`src/rtl/awg_pkg.sv`:
```
// rtl/awg_pkg.sv - field encodings, amplitude limits and widths shared with the waveform generators
package awg_pkg;

  localparam int FREQ_W  = 12;
  localparam int AMP_W   = 3;
  localparam int PHASE_W = 8;

  localparam logic [AMP_W-1:0] AMP_MIN = 3'd1;
  localparam logic [AMP_W-1:0] AMP_MAX = 3'd7;

  typedef enum logic [1:0] {
    FIELD_FREQ  = 2'd0,
    FIELD_AMP   = 2'd1,
    FIELD_PHASE = 2'd2
  } field_e;

  function automatic field_e next_field(input field_e f);
    case (f)
      FIELD_FREQ: return FIELD_AMP;
      FIELD_AMP:  return FIELD_PHASE;
      default:    return FIELD_FREQ;
    endcase
  endfunction

endpackage

```
`src/rtl/key_debounce.sv`:
```
// rtl/key_debounce.sv - per-key synchronizer, debouncer, press pulse and optional auto-repeat
module key_debounce #(
  parameter int DEB_CYCLES  = 20000,
  parameter int HOLD_CYCLES = 400000,
  parameter int REP_CYCLES  = 100000,
  parameter bit REPEAT_EN   = 1'b0
) (
  input  logic clk,
  input  logic rst,
  input  logic key_n,
  output logic level,
  output logic press,
  output logic rep_evt
);

  localparam int DW = $clog2(DEB_CYCLES + 1);
  localparam int HW = $clog2(HOLD_CYCLES + 1);
  localparam int RW = $clog2(REP_CYCLES + 1);
  localparam logic [DW-1:0] DEB_LAST = DW'(DEB_CYCLES - 1);
  localparam logic [HW-1:0] HOLD_END = HW'(HOLD_CYCLES);
  localparam logic [RW-1:0] REP_LAST = RW'(REP_CYCLES - 1);

  logic          sync1, sync2, armed, level_d;
  logic [DW-1:0] deb_cnt;
  logic [HW-1:0] hold_cnt;
  logic [RW-1:0] rep_cnt;
  logic          raw_pressed;

  assign raw_pressed = ~sync2;

  // Sync stages reset to "low" so a key held through reset never arms; arming needs a real released sample.
  always_ff @(posedge clk or posedge rst) begin
    if (rst) begin
      sync1 <= 1'b0;
      sync2 <= 1'b0;
      armed <= 1'b0;
    end else begin
      sync1 <= key_n;
      sync2 <= sync1;
      armed <= armed | sync2;
    end
  end

  always_ff @(posedge clk or posedge rst) begin
    if (rst) begin
      deb_cnt <= '0;
      level   <= 1'b0;
    end else if (!armed || raw_pressed == level) begin
      deb_cnt <= '0;
    end else if (deb_cnt == DEB_LAST) begin
      deb_cnt <= '0;
      level   <= raw_pressed;
    end else begin
      deb_cnt <= deb_cnt + 1'b1;
    end
  end

  always_ff @(posedge clk or posedge rst) begin
    if (rst) begin
      level_d <= 1'b0;
      press   <= 1'b0;
    end else begin
      level_d <= level;
      press   <= level & ~level_d;
    end
  end

  // Hold counter saturates at HOLD_CYCLES; the repeat phase counter then free-runs modulo REP_CYCLES.
  always_ff @(posedge clk or posedge rst) begin
    if (rst) begin
      hold_cnt <= '0;
      rep_cnt  <= '0;
      rep_evt  <= 1'b0;
    end else begin
      rep_evt <= REPEAT_EN && level && (hold_cnt == HOLD_END) && (rep_cnt == '0);
      if (!level) begin
        hold_cnt <= '0;
      end else if (hold_cnt != HOLD_END) begin
        hold_cnt <= hold_cnt + 1'b1;
      end
      if (!level || hold_cnt != HOLD_END) begin
        rep_cnt <= '0;
      end else if (rep_cnt == REP_LAST) begin
        rep_cnt <= '0;
      end else begin
        rep_cnt <= rep_cnt + 1'b1;
      end
    end
  end

endmodule

```
`src/rtl/awg_param_ctrl.sv`:
```
// rtl/awg_param_ctrl.sv - front-panel field editor driving generator enable, frequency, amplitude and phase
module awg_param_ctrl
  import awg_pkg::*;
#(
  parameter int DEB_CYCLES  = 20000,
  parameter int HOLD_CYCLES = 400000,
  parameter int REP_CYCLES  = 100000,
  parameter int FREQ_STEP   = 1,
  parameter int FREQ_MIN    = 1,
  parameter int FREQ_MAX    = 4095,
  parameter int FREQ_RST    = 64
) (
  input  logic               clk,
  input  logic               rst,
  input  logic               key_sel_n,
  input  logic               key_up_n,
  input  logic               key_dn_n,
  input  logic               key_en_n,
  output logic               en,
  output logic [FREQ_W-1:0]  state_freq,
  output logic [AMP_W-1:0]   state_amp,
  output logic [PHASE_W-1:0] state_phase,
  output logic [1:0]         field_sel
);

  localparam int XW = FREQ_W + 1;
  localparam logic [XW-1:0]     FREQ_MAX_X = XW'(FREQ_MAX);
  localparam logic [XW-1:0]     FREQ_LO_X  = XW'(FREQ_MIN + FREQ_STEP);
  localparam logic [XW-1:0]     STEP_X     = XW'(FREQ_STEP);
  localparam logic [FREQ_W-1:0] STEP_F     = FREQ_W'(FREQ_STEP);

  logic [3:0] key_raw_n, evt;
  assign key_raw_n = {key_en_n, key_dn_n, key_up_n, key_sel_n};

  // evt bits: 0 sel, 1 up, 2 dn, 3 en; only up/dn auto-repeat.
  for (genvar i = 0; i < 4; i++) begin : g_key
    logic press, rep;
    key_debounce #(
      .DEB_CYCLES (DEB_CYCLES),
      .HOLD_CYCLES(HOLD_CYCLES),
      .REP_CYCLES (REP_CYCLES),
      .REPEAT_EN  (i == 1 || i == 2)
    ) u_deb (
      .clk    (clk),
      .rst    (rst),
      .key_n  (key_raw_n[i]),
      .level  (),
      .press  (press),
      .rep_evt(rep)
    );
    assign evt[i] = press | rep;
  end

  field_e               field_q, field_nxt;
  logic                 edit_up, edit_dn;
  logic [XW-1:0]        freq_ext, freq_inc;
  logic [FREQ_W-1:0]    freq_dec, freq_nxt;
  logic [AMP_W-1:0]     amp_nxt;
  logic [PHASE_W-1:0]   phase_nxt;

  assign edit_up = evt[1] & ~evt[2] & ~evt[0];
  assign edit_dn = evt[2] & ~evt[1] & ~evt[0];

  always_ff @(posedge clk or posedge rst) begin
    if (rst) field_q <= FIELD_FREQ;
    else     field_q <= field_nxt;
  end

  always_comb begin
    field_nxt = field_q;
    freq_nxt  = state_freq;
    amp_nxt   = state_amp;
    phase_nxt = state_phase;
    freq_ext  = {1'b0, state_freq};
    freq_inc  = freq_ext + STEP_X;
    freq_dec  = state_freq - STEP_F;
    if (evt[0]) begin
      field_nxt = next_field(field_q);
    end else if (edit_up || edit_dn) begin
      case (field_q)
        FIELD_FREQ: begin
          if (edit_up) freq_nxt = (freq_inc > FREQ_MAX_X) ? FREQ_MAX_X[FREQ_W-1:0] : freq_inc[FREQ_W-1:0];
          else         freq_nxt = (freq_ext < FREQ_LO_X) ? FREQ_W'(FREQ_MIN) : freq_dec;
        end
        FIELD_AMP: begin
          if (edit_up) amp_nxt = (state_amp >= AMP_MAX) ? AMP_MAX : state_amp + 3'd1;
          else         amp_nxt = (state_amp <= AMP_MIN) ? AMP_MIN : state_amp - 3'd1;
        end
        FIELD_PHASE: begin
          phase_nxt = edit_up ? state_phase + 8'd1 : state_phase - 8'd1;
        end
        default: ;
      endcase
    end
  end

  always_ff @(posedge clk or posedge rst) begin
    if (rst) begin
      en          <= 1'b0;
      state_freq  <= FREQ_W'(FREQ_RST);
      state_amp   <= AMP_MIN;
      state_phase <= '0;
    end else begin
      en          <= en ^ evt[3];
      state_freq  <= freq_nxt;
      state_amp   <= amp_nxt;
      state_phase <= phase_nxt;
    end
  end

  assign field_sel = field_q;

endmodule

```
`config.mk`:
```
export PLATFORM = sky130hd
export DESIGN_NAME = awg_param_ctrl
export DESIGN_NICKNAME = d
export VERILOG_FILES = /design/src/rtl/awg_pkg.sv /design/src/rtl/key_debounce.sv /design/src/rtl/awg_param_ctrl.sv
export SDC_FILE = /design/constraint.sdc
export NUM_CORES = 1
export LEC_CHECK = 0
export BUFFER_PORTS_ARGS = -buffer_cell sky130_fd_sc_hd__buf_2
export CAP_MARGIN = 20
export CELL_PAD_IN_SITES_DETAIL_PLACEMENT = 1
export CELL_PAD_IN_SITES_GLOBAL_PLACEMENT = 2
export CORE_AREA = 2 2 155 157
export CTS_CLUSTER_DIAMETER = 60
export CTS_CLUSTER_SIZE = 16
export DETAILED_ROUTE_END_ITERATION = 10
export DIE_AREA = 0 0 157 159
export GPL_TIMING_DRIVEN = 0
export PLACE_DENSITY = 0.82
export RECOVER_POWER = 100
export SLEW_MARGIN = 20
export SYNTH_ARGS = -nofsm -noshare
export SYNTH_HDL_FRONTEND = slang
export SYNTH_SLANG_ARGS = --single-unit
```
`constraint.sdc`:
```
create_clock -name clk -period 7.8 [get_ports clk]
set_clock_uncertainty 0.15 [all_clocks]
set_input_delay 0.78 -clock clk [delete_from_list [all_inputs] [get_ports clk]]
set_output_delay 0.78 -clock clk [all_outputs]
set_load 0.05 [all_outputs]
```
Word level (Yosys, flattened, before mapping) --
Cells that the tools add are included.
Cells by class: bitwise operators 30, reductions and logical operators 27, equality and inequality tests 18, add/sub/neg operators 14, mux-type cells 24, $lt $le $gt $ge 4
Operators by type and width (count):
- $mux W15 | 8
- $mux W19 | 4
- $mux W17 | 4
- $add A15 B1 Y15 const B | 4
- $eq A15 B15 Y1 const B | 4
- $add A19 B1 Y19 const B | 2
- $eq A19 B19 Y1 const B | 2
- $ne A19 B19 Y1 const B | 2
- $mux W12 | 3
- $add A17 B1 Y17 const B | 2
- $eq A17 B17 Y1 const B | 2
- $logic_not A17 Y1 | 2
- $not A1 Y1 | 15
- $add A12 B1 Y13 const B | 1
- $gt A13 B12 Y1 const B | 1
- $lt A12 B2 Y1 const B | 1
- $sub A12 B1 Y12 const B | 1
- $mux W3 | 3
- $reduce_and A3 Y1 | 3
- $add A8 B1 Y8 const B | 1
- $and A1 B1 Y1 | 8
- $mux W8 | 1
- $reduce_and A2 Y1 | 4
- $sub A8 B1 Y8 const B | 1
- 15 further kinds | 38
Word-level totals: bits of input ports 6, output and inout port bits 26, logic and storage cells 156, bits in registers 184

Longest topological paths before layout --
depth in word-level cells 6, gate-level depth with buffers 11, depth with buffers taken out 10

By module --
A second synthesis with hierarchy kept.
Second synthesis, totals: cells, all modules 1017, area, all modules 9954.5 um^2
By module, submodules not included:
- key_debounce at g_key[1].u_deb ... | sequential area each 1451.4 um^2, times used 2, area each 2914.0 um^2, cells each 298
- awg_param_ctrl | sequential area each 653.1 um^2, times used 1, area each 2064.5 um^2, cells each 243
- key_debounce at g_key[0].u_deb ... | sequential area each 525.5 um^2, times used 2, area each 1031.0 um^2, cells each 89

Worst setup path before layout --
Ideal clock, no wire load.
path type flip-flop to flip-flop, from register g_key[0].u_deb.press, to register state_phase[7], period minus slack after synthesis 2.747 ns, data arrival time 2.457 ns, required time 7.510 ns, path buffers 1, stages on the path, launching flop included 11, setup time 0.140 ns, slack 5.053 ns, path through dfrtp_1 nor4_1 inv_1 clkbuf_1 ha_1 a21o_1 a211oi_1 o21ai_0 and3_1 o21bai_1 xnor2_1
Between the ends: word-level cells in the longest chain between the ends 4, elaborated cells between the ends (all ways) 6, classes of those cells mux (1); bitwise (3); reduce/logical (2)
RTL lines:
- from (decl) | line key_debounce.sv:12 | output logic press,
- from (signal assigned) | line key_debounce.sv:64 | press <= level & ~level_d;
- $not A1 Y1 (no source line) *
- $and A1 B1 Y1, on equally long branches | line awg_param_ctrl.sv:61, awg_param_ctrl.sv:62
- $logic_or A1 B1 Y1 | line awg_param_ctrl.sv:79 | end else if (edit_up || edit_dn) begin
- $reduce_and A3 Y1 (no source line)
- to (signal assigned) | line awg_param_ctrl.sv:107 | state_phase <= phase_nxt;
- to (decl) | line awg_param_ctrl.sv:22 | output logic [PHASE_W-1:0] state_phase,
Mark *: on every way between the ends. The rest lies on a longest branch, timed or not. A chain may end at the register's enable or synchronous reset.

Final worst setup path --
Same ends and word-level chain as after synthesis.

==> key figures <==
Yosys
  – Synth Instances: 964
  – Syn_nets: 996
  – Register bit count reported by yosys: 184
  – Syn. warnings: 0
  – Register area share after synthesis: 49.3%
  – Post-synth EDFFs: 0
  – Ys async rst share: 100%
  – Main synth FF type: dfrtp_1
  – Unique masters post-synth: 62
  – Mapped Avg Cell Area: 9.70 sq um
  – Synthesized cell area: 9350 sq um

Power
  – Standby leakage power: 4.36 nW
  – Max VDD drop: 0.0000904 V
  – Power per cell area: 177 nW/um^2

Route
  – Drt total wl: 20200 microns
  – DRT Pass-1 Iters: 4
  – Vias per cell: 5.09
  – WL per Instance: 15.0 microns
  – DRT iter0 DRCs: 308
  – ANT nets after route: 0
  – # DRC: 0
  – Vias post-DR: 6867

CTS
  – CTS Buf Count: 17
  – CTS tree: built
  – # Post-CTS Setup Buffers: 0
  – CTS clk-pin slew, worst paths: 0.07 ns
  – Post-CTS Hold Fix Bufs: 0
  – H-tree levels: 4
  – Post-cts gate resize count: 0
  – Clock Tree Buf Depth: 2
  – CTS sink cnt: 184
  – Worst skew pair latency: 0.43 ns
  – Root buffer cell: clkbuf_16

Critical path
  – Required @ worst endpoint: 8.00 ns
  – CP Cell Sequence: nor4_1 > inv_1 > clkbuf_1 > ha_1 > a21o_1 > a211oi_1 > o21ai_0 > and3_1 > o21bai_1 > xnor2_1
  – Reg2Reg Setup Slack: 4.40 ns
  – R2R depth: 10
  – Data arrival, critical path: 3.61 ns
  – Crit Path Category: reg -> reg
  – Setup crit end kind: flip-flop
  – FF-to-FF Start: g_key[0].u_deb.press$_DFF_PP0_
  – Crit start category: flip-flop
  – Critical Path Max Stage Delay: 0.51 ns
  – Slowest CP cell: nor4_1
  – Reg-to-reg endpoint: state_phase[7]$_DFFE_PP0P_
  – Crit-path max FO: 16

Floorplan
  – Area of the die: 25000 sq um
  – I/O pins: 32
  – Initial core utilization: 40.3%
  – Row Count: 56
  – Height of the die: 159 microns
  – Die X: 157 microns
  – Core area: 23200 sq um

STA
  – Worst setup margin: 4.40 ns
  – Period utilization: 43.6%
  – Hold Slack: 0.198 ns
  – Final hold vios: 0
  – RSZ-0062 raised after global routing: false
  – FMAX: 0.294 GHz
  – Max-slew headroom: -88.4%
  – Fin. max-slew vios: 65
  – Final setup vio count: 0
  – Least-Margin Pin Slew: 2.81 ns
  – Fin crit period: 3.40 ns
  – Setup total negative slack: 0 ns

Layout
  – Finished Layout Cells: 1348
  – Final core occ: 44.7%
  – Antenna Cells: 0
  – Layout fillers: 2632
  – Register area: 4610 sq um
  – Area Overhead vs Synth: 10.9%
  – Final net count: 1048
  – Multi-input logic area: 4370 sq um
  – Layout cells sized above 1: 6.90%

Status
  – Outcome: finished, violations left
  – Failing checks: max-capacitance violations, max-slew violations

Placement
  – Dpl hpwl: 13900 microns
  – Pre-CTS setup slack: 4.31 ns
  – PortBufs: 31
  – RePlAce Congestion: 0.763
  – Post-placement cell count: 1316

Global routing
  – First-pass GRT wire length: 35400 microns
  – Total track usage: 17.3%
  – Largest net degree at the start of global routing: 68
  – Initial antenna violation count: 0
  – Vias in the first global route: 7216
  – Overflow after GRT: 0

Hold path
  – Worst Hold Launch: g_key[1].u_deb.sync1$_DFF_PP0_
  – WHS Path Cells: 0
  – Hold path endpoint: g_key[1].u_deb.sync2$_DFF_PP0_
  – Worst Hold Class: reg -> reg

Job
  – Max_cap viols: 2
==> stage by stage <==
stage | total power, W | area, sq um
4_1_cts | 0.00187 | 10500
2_1_floorplan | 0.00101 | 9350
3_5_place_dp | 0.00103 | 9970
5_1_grt | 0.00191 | 10400
6_report | 0.00184 | 10400
3_3_place_gp | 0.00103 | 9900
==> critical path: cells and delay by family (launching register included) <==
kind	cells	cell delay (ns)
XOR/XNOR	1	0.13
flip-flops	1	0.45
adder cells (fa/ha/maj)	1	0.43
buffers and inverters	2	0.60
AND/OR/NAND/NOR	2	0.71
AO/OA/AOI/OAI	4	0.86
==> synth_stat cells, types with 3 or more instances <==
library cell / number / share of area, %
and4_1: 3 / 0.28
nand2_1: 75 / 3.0
xor2_1: 77 / 7.2
and4_2: 3 / 0.32
or2_2: 8 / 0.54
nand4b_1: 4 / 0.37
nand4_1: 23 / 1.5
nor4_4: 3 / 0.68
o21ai_0: 38 / 2.0
buf_2: 7 / 0.37
and2_1: 14 / 0.94
xnor2_1: 55 / 5.2
a21oi_1: 22 / 1.2
o21a_1: 3 / 0.24
nor3b_1: 3 / 0.24
a22o_1: 4 / 0.37
mux2i_1: 5 / 0.54
nor3_1: 22 / 1.2
inv_1: 37 / 1.5
nor4_1: 15 / 1.0
a22oi_1: 3 / 0.24
nor4bb_1: 3 / 0.32
a21o_1: 3 / 0.24
dfrtp_1: 182 / 49
nand3_1: 63 / 3.4
o22ai_1: 5 / 0.33
nor2_1: 173 / 6.9
buf_6: 5 / 0.60
clkbuf_1: 11 / 0.44
and3_1: 21 / 1.4
or3_1: 8 / 0.54
ha_1: 25 / 3.3
==> flip-flops by register name, summed over array words and instances (netlist names), 3 cells and up <==
register	cells
state_amp	3
g_key.u_deb.sync2	4
g_key.u_deb.sync1	4
state_phase	8
state_freq	12
g_key.u_deb.hold_cnt	38
g_key.u_deb.level	4
g_key.u_deb.deb_cnt	60
g_key.u_deb.level_d	4
g_key.u_deb.rep_cnt	34
g_key.u_deb.press	4
g_key.u_deb.armed	4
==> where the power goes <==
part | leakage [nW] | internal [W] | switching (W) | total (W)
Sequential | 2.51 | 0.000961 | 0.00000665 | 0.000968
Combinational | 1.59 | 0.0000113 | 0.0000300 | 0.0000413
Clock | 0.259 | 0.000438 | 0.000388 | 0.000826
==> cell type report <==
cell class | instances | area share [%]
sequential | 184 | 44.4
buffer | 26 | 1.12
tap | 319 | 3.85
clock inverter | 11 | 0.832
timing repair buffer | 33 | 1.70
multi-input combinational | 716 | 42.2
inverter | 38 | 1.39
clock buffer | 21 | 4.54
==> kinds of logic (layout without fill, tap and decap cells) <==
logic type                 Yosys count  after routing  share of synthesized area [%]
adders and majority gates           26             26                           3.56
DFF                                184            184                           49.3
xor gates and xnor gates           132            132                           12.4
muxes                                7              7                          0.776
buffers and inverters               64            129                           3.14
AOI/OAI and AO/OA                   98             98                           6.87
and+or+nand+nor                    453            453                           24.0
==> layout by cell type (no fill, tap or decap), types with 22 or more instances in the layout <==
cell / netlist / layout
dfrtp_1: 182 / 182
ha_1: 25 / 25
a21oi_1: 22 / 22
nor3_1: 22 / 22
nand2_1: 75 / 75
inv_1: 37 / 36
nand4_1: 23 / 23
xor2_1: 77 / 77
o21ai_0: 38 / 38
nand3_1: 63 / 63
nor2_1: 173 / 173
xnor2_1: 55 / 55
clkbuf_1: 11 / 45
==> metal layers <==
layer  vias up  part of all wire [%]  routed length, microns  GRT usage [%]
li1       3376                     -                       -              -
met1      3432                    50                   10100           24.2
met2        50                    48                    9580           28.1
met3         9                   2.0                     405           3.13
met4         0                  0.61                     122           3.50
met5         -                     0                       0              0
==> worst max path at each step <==
stage | from | to | slack, ns | cells after the start
6_report | g_key[0].u_deb.press$_DFF_PP0_ | state_phase[7]$_DFFE_PP0P_ | 4.40 | 10
5_1_grt | g_key[0].u_deb.press$_DFF_PP0_ | state_phase[7]$_DFFE_PP0P_ | 4.12 | 10
4_1_cts | g_key[0].u_deb.press$_DFF_PP0_ | state_phase[7]$_DFFE_PP0P_ | 4.30 | 10
3_5_place_dp | g_key[0].u_deb.press$_DFF_PP0_ | state_phase[7]$_DFFE_PP0P_ | 4.31 | 10
3_3_place_gp | rst | g_key[2].u_deb.deb_cnt[7]$_DFF_PP0_ | -0.55 | 2
2_1_floorplan | rst | en$_DFF_PP0_ | 1.87 | 1
Note: power is estimated with default switching activity, not from simulation.
